===== config.mk =====
export PLATFORM = sky130hd
export DESIGN_NAME = mixer_seq_ctrl
export DESIGN_NICKNAME = d
export VERILOG_FILES = /design/src/rtl/mixer_seq_ctrl.sv
export SDC_FILE = /design/constraint.sdc
export NUM_CORES = 1
export LEC_CHECK = 0
export CORE_AREA = 2 2 101 103
export CTS_BUF_LIST = sky130_fd_sc_hd__clkbuf_16
export DETAILED_ROUTE_END_ITERATION = 8
export DIE_AREA = 0 0 103 105
export PLACE_DENSITY = 0.79
export SLEW_MARGIN = 40
export SYNTH_ARGS = -nofsm -noshare
export SYNTH_HDL_FRONTEND = slang
export SYNTH_SLANG_ARGS = --single-unit

===== constraint.sdc =====
create_clock -name wb_clk_i -period 3.9 [get_ports wb_clk_i]
set_clock_uncertainty 0.05 [all_clocks]
set_input_delay 0.39 -clock wb_clk_i [delete_from_list [all_inputs] [get_ports wb_clk_i]]
set_output_delay 0.39 -clock wb_clk_i [all_outputs]
set_load 0.02 [all_outputs]

===== src/rtl/mixer_seq_ctrl.sv =====
// mixer_seq_ctrl: Wishbone register block and power-up/calibration sequencer
// for the analog mixer. Steps bias -> LO -> calibration with programmable
// settle time and calibration timeout, and reports the outcome via STATUS/irq.
module mixer_seq_ctrl #(
  parameter logic [31:0] ADDR_BASE = 32'h3000_0000,
  parameter int          CNT_W     = 16
) (
  input  logic        wb_clk_i,
  input  logic        wb_rst_i,
  input  logic        wbs_cyc_i,
  input  logic        wbs_stb_i,
  input  logic        wbs_we_i,
  input  logic [3:0]  wbs_sel_i,
  input  logic [31:0] wbs_adr_i,
  input  logic [31:0] wbs_dat_i,
  output logic [31:0] wbs_dat_o,
  output logic        wbs_ack_o,
  output logic        mix_bias_en,
  output logic        mix_lo_en,
  output logic        mix_cal_start,
  output logic [3:0]  mix_gain,
  input  logic        mix_cal_done,
  output logic        irq
);

  typedef enum logic [2:0] {
    ST_IDLE  = 3'd0,
    ST_BIAS  = 3'd1,
    ST_LO    = 3'd2,
    ST_CAL   = 3'd3,
    ST_RUN   = 3'd4,
    ST_FAULT = 3'd5
  } state_t;

  localparam logic [7:0] OFF_CTRL   = 8'h00;
  localparam logic [7:0] OFF_GAIN   = 8'h04;
  localparam logic [7:0] OFF_SETTLE = 8'h08;
  localparam logic [7:0] OFF_STATUS = 8'h0C;
  localparam logic [7:0] OFF_CAL_TO = 8'h10;

  localparam logic [CNT_W-1:0] CNT_ZERO   = '0;
  localparam logic [CNT_W-1:0] CNT_ONE    = CNT_W'(1);
  localparam logic [CNT_W-1:0] SETTLE_RST = CNT_W'(1000);
  localparam logic [CNT_W-1:0] CAL_TO_RST = CNT_W'(50000);

  // Bus side
  logic             ack_reg;
  logic [31:0]      dat_reg;
  logic [31:0]      rd_data;
  logic [31:0]      wmask;
  logic             blk_sel;
  logic             wb_hit;
  logic             wr_en;
  logic             wr_ctrl;
  logic             wr_gain;
  logic             wr_settle;
  logic             wr_status;
  logic             wr_cal_to;

  // Configuration / status registers
  logic             irq_en_reg;
  logic [3:0]       gain_reg;
  logic [CNT_W-1:0] settle_reg;
  logic [CNT_W-1:0] cal_to_reg;
  logic             done_reg;
  logic             timeout_reg;
  logic [CNT_W-1:0] settle_merged;
  logic [CNT_W-1:0] cal_to_merged;
  logic [3:0]       gain_merged;

  // Sequencer
  state_t           state_reg, state_next;
  logic [CNT_W-1:0] cnt_reg, cnt_next;
  logic             to_en_reg, to_en_next;
  logic             done_set;
  logic             to_set;
  logic             start_req;
  logic             abort_req;
  logic             done_clr;
  logic             to_clr;
  logic [CNT_W-1:0] settle_ld;
  logic             sync1_reg, sync2_reg;

  // Byte-enable expansion used to merge writes into every R/W field
  genvar gi;
  generate
    for (gi = 0; gi < 4; gi++) begin : g_byte_mask
      assign wmask[gi*8 +: 8] = {8{wbs_sel_i[gi]}};
    end
  endgenerate

  // A new access is only taken when no ack is pending, so every transfer
  // spends at least one idle cycle after its ack.
  assign blk_sel   = (wbs_adr_i[31:8] == ADDR_BASE[31:8]);
  assign wb_hit    = wbs_cyc_i & wbs_stb_i & blk_sel & ~ack_reg;
  assign wr_en     = wb_hit & wbs_we_i;
  assign wr_ctrl   = wr_en & (wbs_adr_i[7:0] == OFF_CTRL) & wbs_sel_i[0];
  assign wr_gain   = wr_en & (wbs_adr_i[7:0] == OFF_GAIN);
  assign wr_settle = wr_en & (wbs_adr_i[7:0] == OFF_SETTLE);
  assign wr_status = wr_en & (wbs_adr_i[7:0] == OFF_STATUS) & wbs_sel_i[0];
  assign wr_cal_to = wr_en & (wbs_adr_i[7:0] == OFF_CAL_TO);

  // ABORT dominates START when both bits arrive in one write.
  assign abort_req = wr_ctrl & wbs_dat_i[1];
  assign start_req = wr_ctrl & wbs_dat_i[0] & ~wbs_dat_i[1];
  assign done_clr  = wr_status & wbs_dat_i[4];
  assign to_clr    = wr_status & wbs_dat_i[5];

  assign gain_merged   = (gain_reg & ~wmask[3:0]) | (wbs_dat_i[3:0] & wmask[3:0]);
  assign settle_merged = (settle_reg & ~wmask[CNT_W-1:0]) |
                         (wbs_dat_i[CNT_W-1:0] & wmask[CNT_W-1:0]);
  assign cal_to_merged = (cal_to_reg & ~wmask[CNT_W-1:0]) |
                         (wbs_dat_i[CNT_W-1:0] & wmask[CNT_W-1:0]);

  // A settle of 0 behaves like 1: the phase still occupies one cycle.
  assign settle_ld = (settle_reg == CNT_ZERO) ? CNT_ZERO : settle_reg - CNT_ONE;

  // Read mux; unmapped offsets inside the block read as zero
  always_comb begin
    rd_data = 32'd0;
    case (wbs_adr_i[7:0])
      OFF_CTRL:   rd_data = {29'd0, irq_en_reg, 2'b00};
      OFF_GAIN:   rd_data = {28'd0, gain_reg};
      OFF_SETTLE: rd_data = 32'(settle_reg);
      OFF_STATUS: rd_data = {26'd0, timeout_reg, done_reg, 1'b0, state_reg};
      OFF_CAL_TO: rd_data = 32'(cal_to_reg);
      default:    rd_data = 32'd0;
    endcase
  end

  // Bus acknowledge and registered read data (held at zero outside ack)
  always_ff @(posedge wb_clk_i or posedge wb_rst_i) begin
    if (wb_rst_i) begin
      ack_reg <= 1'b0;
      dat_reg <= 32'd0;
    end else begin
      ack_reg <= wb_hit;
      dat_reg <= (wb_hit && !wbs_we_i) ? rd_data : 32'd0;
    end
  end

  // Configuration registers with byte-masked writes
  always_ff @(posedge wb_clk_i or posedge wb_rst_i) begin
    if (wb_rst_i) begin
      irq_en_reg <= 1'b0;
      gain_reg   <= 4'd0;
      settle_reg <= SETTLE_RST;
      cal_to_reg <= CAL_TO_RST;
    end else begin
      if (wr_ctrl)   irq_en_reg <= wbs_dat_i[2];
      if (wr_gain)   gain_reg   <= gain_merged;
      if (wr_settle) settle_reg <= settle_merged;
      if (wr_cal_to) cal_to_reg <= cal_to_merged;
    end
  end

  // Sticky status flags; a set event in the same cycle beats a W1C clear
  always_ff @(posedge wb_clk_i or posedge wb_rst_i) begin
    if (wb_rst_i) begin
      done_reg    <= 1'b0;
      timeout_reg <= 1'b0;
    end else begin
      done_reg    <= done_set | (done_reg & ~done_clr);
      timeout_reg <= to_set | (timeout_reg & ~to_clr);
    end
  end

  // Two-flop synchronizer for the analog calibration-done flag
  always_ff @(posedge wb_clk_i or posedge wb_rst_i) begin
    if (wb_rst_i) begin
      sync1_reg <= 1'b0;
      sync2_reg <= 1'b0;
    end else begin
      sync1_reg <= mix_cal_done;
      sync2_reg <= sync1_reg;
    end
  end

  // Sequencer state, phase counter and latched timeout enable
  always_ff @(posedge wb_clk_i or posedge wb_rst_i) begin
    if (wb_rst_i) begin
      state_reg <= ST_IDLE;
      cnt_reg   <= CNT_ZERO;
      to_en_reg <= 1'b0;
    end else begin
      state_reg <= state_next;
      cnt_reg   <= cnt_next;
      to_en_reg <= to_en_next;
    end
  end

  // Next-state logic: counters load on phase entry so mid-count register
  // writes only affect the next load.
  always_comb begin
    state_next = state_reg;
    cnt_next   = cnt_reg;
    to_en_next = to_en_reg;
    done_set   = 1'b0;
    to_set     = 1'b0;
    if (abort_req) begin
      state_next = ST_IDLE;
    end else begin
      case (state_reg)
        ST_IDLE, ST_FAULT: begin
          if (start_req) begin
            state_next = ST_BIAS;
            cnt_next   = settle_ld;
          end
        end
        ST_BIAS: begin
          if (cnt_reg == CNT_ZERO) begin
            state_next = ST_LO;
            cnt_next   = settle_ld;
          end else begin
            cnt_next = cnt_reg - CNT_ONE;
          end
        end
        ST_LO: begin
          if (cnt_reg == CNT_ZERO) begin
            state_next = ST_CAL;
            cnt_next   = cal_to_reg - CNT_ONE;
            to_en_next = (cal_to_reg != CNT_ZERO);
          end else begin
            cnt_next = cnt_reg - CNT_ONE;
          end
        end
        ST_CAL: begin
          if (sync2_reg) begin
            state_next = ST_RUN;
            done_set   = 1'b1;
          end else if (to_en_reg && cnt_reg == CNT_ZERO) begin
            state_next = ST_FAULT;
            to_set     = 1'b1;
          end else begin
            cnt_next = cnt_reg - CNT_ONE;
          end
        end
        ST_RUN:  state_next = ST_RUN;
        default: state_next = ST_IDLE;
      endcase
    end
  end

  // Mixer pins decode straight from the registered state so reset clears
  // them without waiting for a clock edge.
  assign mix_bias_en   = (state_reg == ST_BIAS) || (state_reg == ST_LO) ||
                         (state_reg == ST_CAL)  || (state_reg == ST_RUN);
  assign mix_lo_en     = (state_reg == ST_LO) || (state_reg == ST_CAL) ||
                         (state_reg == ST_RUN);
  assign mix_cal_start = (state_reg == ST_CAL);
  assign mix_gain      = gain_reg;
  assign irq           = irq_en_reg & (done_reg | timeout_reg);
  assign wbs_ack_o     = ack_reg;
  assign wbs_dat_o     = dat_reg;

endmodule


==> impl_metrics.json <==
{
  "synth_area_per_cell_um2": 9.683,
  "hold_buffers": 0,
  "htree_num_levels": 3,
  "ant_nets": 0,
  "yosys.area.top_type": "dfrtp_1",
  "layout_setup_ws_ps": 627.1,
  "first_pass_iters": 5,
  "ys_warn_count": 0,
  "pre_cts_slack_ps": 677.3,
  "rsz0062_at_grt": "false",
  "grt_pass1_wl_um": 21880,
  "finalSetupViolCount": 0,
  "wl_per_cell_um": 19.12,
  "cts_buffers": 9,
  "rows": 36,
  "ys_ff_latch": 78,
  "timing.hold.ws_ps": 190.3,
  "max-slew-margin-rel": 0.4640,
  "placedCellCount": 690,
  "fin_crit_ps": 3273,
  "grt_max_degree": 45,
  "postCtsSetupBuffers": 0,
  "cp-start-kind": "flop",
  "hold_viol": 0,
  "num_antenna_cells": 0,
  "max_freq_mhz": 305.5,
  "synth-edff-count": 0,
  "cp.arrival_ps": 3450,
  "grt-ovfl-total": 0,
  "finalSetupTns_ps": 0,
  "clk_latency_ps": 340,
  "avgViaCountPerCell": 6.065,
  "synth_flop_cell": "dfrtp_1",
  "cp_data_required_time_ps": 4070,
  "synthArstFlopShare": 1.000,
  "ys_top_cells_by_area": "dfrtp_1 35%, mux2_2 9.5%, dfstp_2 6.6%",
  "root_buffer": "clkbuf_16",
  "initial_core_util": 0.4922,
  "fin_nets": 646,
  "final_max_slew_viol_count": 0,
  "drt-initial-drc-count": 369,
  "yosys.cell_count.top_type": "dfrtp_1",
  "min_period_over_period": 0.8392,
  "tightest_slew_ps": 796.6,
  "drive_above_1_share": 0.1675,
  "ir_worst_vdd_mv": 0.2291,
  "drv_cap": 0,
  "drc_errors": 0,
  "dieArea_um2": 10820,
  "p_leak_nw": 2.540,
  "area_growth_pct": 26.32,
  "syn-cell-area_um2": 4745,
  "dieWidth_um": 103,
  "place_congestion": 0.9777,
  "fin_cells": 706,
  "cts_resized": 0,
  "postSynthCellCount": 490,
  "ys_types": 66,
  "synth_commonest_cells": "66 x dfrtp_1, 49 x nor2_1, 40 x mux2_2",
  "antenna_found_initial": 0,
  "fp.coreArea_um2": 9639,
  "p_per_area_nw_per_um2": 323.9,
  "crit_path_max_fanout": 12,
  "crit_type": "reg2reg",
  "path_clk_slew_ps": 60,
  "first_global_vias": 4338,
  "vias": 4282,
  "ys_seq_area_frac": 0.4146,
  "portBuffers": 80,
  "endpoint_kind": "flop",
  "clockBufferDepth": 2,
  "n_fill_cell": 820,
  "outcome": "complete, no violations",
  "hold_path_class": "in2async",
  "place_hpwl_um": 9928,
  "cts_sinks": 78,
  "final_util": 0.6218,
  "grtUsageTotal": 0.2615,
  "ioPinCount": 115,
  "die_h_um": 105,
  "yosysTopAreaCellShare": 0.3481,
  "tritoncts": "done",
  "wl_um": 13500
}
## stage by stage
step           area [um2]  power [mW]
6_report             5993       1.941
5_1_grt              5993       1.985
4_1_cts              5993       1.949
3_5_place_dp         5630      0.9314
3_3_place_gp         5627      0.9295
2_1_floorplan        4801      0.8734
## worst paths after layout
path                            slack [ps]  depth (start not counted)                         end  startpoint
worst min-delay path                   190                          2               wbs_dat_o[15]    wb_rst_i
min in group wb_clk_i                  320                          0                   sync2_reg   sync1_reg
worst min register to register         320                          0                   sync2_reg   sync1_reg
worst max-delay path                   630                          8                  cnt_reg[7]  cnt_reg[0]
max in group asynchronous             2840                          3  asynchronous set/reset pin    wb_rst_i
worst max register to register         630                          8                  cnt_reg[7]  cnt_reg[0]
## where the power goes
part	total [mW]	internal (mW)	switching (mW)
clock	1.02	0.688	0.336
sequential	0.812	0.811	0.000815
combinational	0.106	0.0550	0.0508
## metal layers
layer | part of all wire | wire, um | vias to the layer above | GRT usage
met5 | 0 | 0 | - | 0
met4 | 0.032 | 429 | 0 | 0.1184
met3 | 0.060 | 809 | 46 | 0.03946
met2 | 0.50 | 6742 | 203 | 0.4198
met1 | 0.41 | 5516 | 2106 | 0.3451
li1 | - | - | 1927 | -
## critical path, cell delays in order, from the launching register on
cell and delay [ps]:
dfrtp_1 410, inv_1 90, ha_1 300, or4b_1 590
or4_1 710, a21oi_4 390, nor2_2 80, a211o_1 280
mux2_4 250
## area by class of cell
| type | count | area [um2] | area share |
|---|---|---|---|
| Clock buffer | 9 | 225.2 | 0.03758 |
| Clock inverter | 7 | 137.6 | 0.02296 |
| Inverter | 14 | 52.55 | 0.008768 |
| Multi-Input combinational cell | 372 | 2546 | 0.4248 |
| Sequential cell | 78 | 1967 | 0.3282 |
| Tap cell | 133 | 166.4 | 0.02777 |
| Timing Repair Buffer | 93 | 898.4 | 0.1499 |
## cell usage in the layout (no fill, tap or decap), types with 9 or more instances in the layout
cell type / instances
clkdlybuf4s50_1: 80
dfrtp_1: 66
nor2_1: 49
mux2_2: 40
nand2_1: 23
nor3_1: 20
nor4_1: 19
xnor2_1: 19
a21oi_1: 18
conb_1: 16
inv_1: 14
a22oi_1: 13
buf_4: 13
dfstp_2: 12
nand3_1: 10
o21ai_0: 10
or4_1: 9
xor2_1: 9
clkbuf_16: 9
## cell families (layout without fill, tap and decap cells)
kind of cell               after synthesis  count (layout)  synth area share
xor gates and xnor gates                28              28           0.05169
DFF                                     78              78            0.4146
and+or+nand+nor                        175             175            0.1975
muxes                                   50              50            0.1174
AOI/OAI and AO/OA                       99              99            0.1461
other                                    1              16         0.0007904
adders and majority gates                4               4           0.01055
buffers and inverters                   55             123           0.06144
No activity file was read; power rests on OpenSTA's default activity.
==> variant: new RTL, config.mk and constraints unchanged <==
Change the parameter `CNT_W` from 16 to 18.
--- a/src/rtl/mixer_seq_ctrl.sv
+++ b/src/rtl/mixer_seq_ctrl.sv
@@ -3,7 +3,7 @@
 // settle time and calibration timeout, and reports the outcome via STATUS/irq.
 module mixer_seq_ctrl #(
   parameter logic [31:0] ADDR_BASE = 32'h3000_0000,
-  parameter int          CNT_W     = 16
+  parameter int          CNT_W     = 18
 ) (
   input  logic        wb_clk_i,
   input  logic        wb_rst_i,
Formal check against the unedited RTL: not equivalent (a bounded check fails within 4 cycles, from zero or initial values and one cycle with wb_rst_i high).
==> variant against the unedited design <==
  * Via count grew 5.6%
  * Cell area grew 4.8%
  * Synthesized cell count grew 11%
  * Final cell count grew 7.5%
  * Power shrank 5.8%
  * Clock power shrank 19%
  * Worst setup slack gained 240 ps
  * Largest cell class unchanged
  * Wire length grew 0.22%
  * Combinational power is essentially flat
  * Highest routed layer unchanged
  * Synthesized area grew 7.5%
  * Critical path depth is the same
  * Sequential power grew 10%
  * Sequential cell count grew 8
==> variant: results (changes against the unedited design) <==
status finished, final reports clean; Inst Count DP 743 (+7.7%); synth warn 0 (unchanged); Post-CTS Setup Repair Bufs 0 (unchanged); largest net degree at the start of global routing 58 (+29%); FFs w/ async S/R, synth 100.0% (unchanged); Hold Crit Start sync1_reg; Finished Layout Cells 759 (+7.5%); maximum vdd ir drop 0.2058 mV (-10%); H-tree Lvls 3 (unchanged); crit path max fanout 35 (+23); 1st-iter DRT viols 236 (-36%); share of cells above drive strength 1 15.65% (-1.1 points); CP max-delay cell or3_2; RR Startpoint cnt_reg[5]; Max Root-Sink Buffers 2 (unchanged); Hold WC Path Type register to register; CP Class input pin to register; Post-Syn Instances 543 (+11%); post_cts resized 0 (unchanged); CP arrival 3190 ps (-260 ps); Overflow after GRT 0 (unchanged); port bufs 85 (+6.3%); max incr delay on CP 780 ps (+70 ps); number of fill cells 811 (-1.1%); Clk pin slew, worst setup/hold paths 70 ps; CP top delay family simple AND/OR/NAND/NOR gates; HPWL Detailed 10040 µm (+1.1%); FF-to-FF setup slack 960 ps (+330 ps); dominant cells by area after synthesis dfrtp_1 (36%), mux2_2 (9.3%), dfstp_2 (6.2%); Static Leak 2.737 nW (+7.7%); RePlAce Congestion 0.9246 (-5.4%); register area share after synthesis 42.47% (+1.0 points); CTS buffer count 9 (unchanged); RR Endpoint cnt_reg[2]; Synth cell types 69 (+4.5%); Clk Latency, worst-skew pair 350 ps; First-pass DRT Iterations 5 (unchanged); Layout Nets 701 (+8.5%); crit path launch wbs_adr_i[0]; most frequent cells after synthesis nor2_1 (84), dfrtp_1 (74), mux2_2 (42); Least-Margin Pin Slew 766.0 ps (-30.66 ps); Hold Path Sink sync2_reg; drt total wl 13530 µm (+0.22%); global-route wire length before repair 22140 µm (+1.2%); antenna violations before repair 0 (unchanged); ys flop type dfrtp_1; routed vias/inst 5.957 (-1.8%); hold path cells 0; r2r worst-path depth 6 (-2); clk root buf clkbuf_16; GRT Util Overall 26.11% (-0.034 points); # diodes 0 (unchanged)
-- variant: final cells by class --
cell class / count / area share (%)
Clock buffer: 9 / 3.586
Clock inverter: 7 / 0.9363
Inverter: 11 / 0.7371
Multi-Input combinational cell: 421 / 43.21
Sequential cell: 86 / 34.50
Tap cell: 133 / 2.649
Timing Repair Buffer: 92 / 14.38
-- variant: per-stage QoR --
stage / setup slack [ps] / hold slack, ps / utilization, % / cell area (µm²)
finish: 868.1 / 298.7 / 65.16 / 6281
global route: 646.9 / 310.8 / 65.16 / 6281
CTS: 891.3 / 301.3 / 65.14 / 6279
detailed placement: 516.0 / 287.1 / 62.19 / 5995
global placement: 491.3 / 287.7 / 62.14 / 5989
floorplan: 1258 / 281.2 / - / 5151
-- variant: where the power goes --
| group | total (mW) | internal, mW | switching, mW | leakage, nW |
|---|---|---|---|---|
| clock network | 0.829 | 0.441 | 0.388 | 0.140 |
| registers | 0.894 | 0.893 | 0.000979 | 1.12 |
| logic | 0.106 | 0.0561 | 0.0499 | 1.48 |
-- variant: cells by family after synthesis --
logic type | count (synthesis) | synth area share, %
AND/OR/NAND/NOR | 215 | 21.55
other | 1 | 0.07349
multiplexers | 43 | 9.465
buffers and inverters | 49 | 5.468
AO/OA/AOI/OAI | 112 | 14.17
flip-flops | 86 | 42.47
XOR/XNOR | 31 | 5.321
adder cells (fa/ha/maj) | 6 | 1.471
-- variant: routing by layer --
metal | up-vias | GRT usage, % | routed length (µm) | share of wire (%)
met5 | - | 0 | 0 | 0
met4 | 0 | 8.083 | 238 | 1.8
met3 | 26 | 4.548 | 926 | 6.8
met2 | 209 | 41.47 | 6451 | 48
met1 | 2186 | 36.23 | 5911 | 44
li1 | 2100 | - | - | -
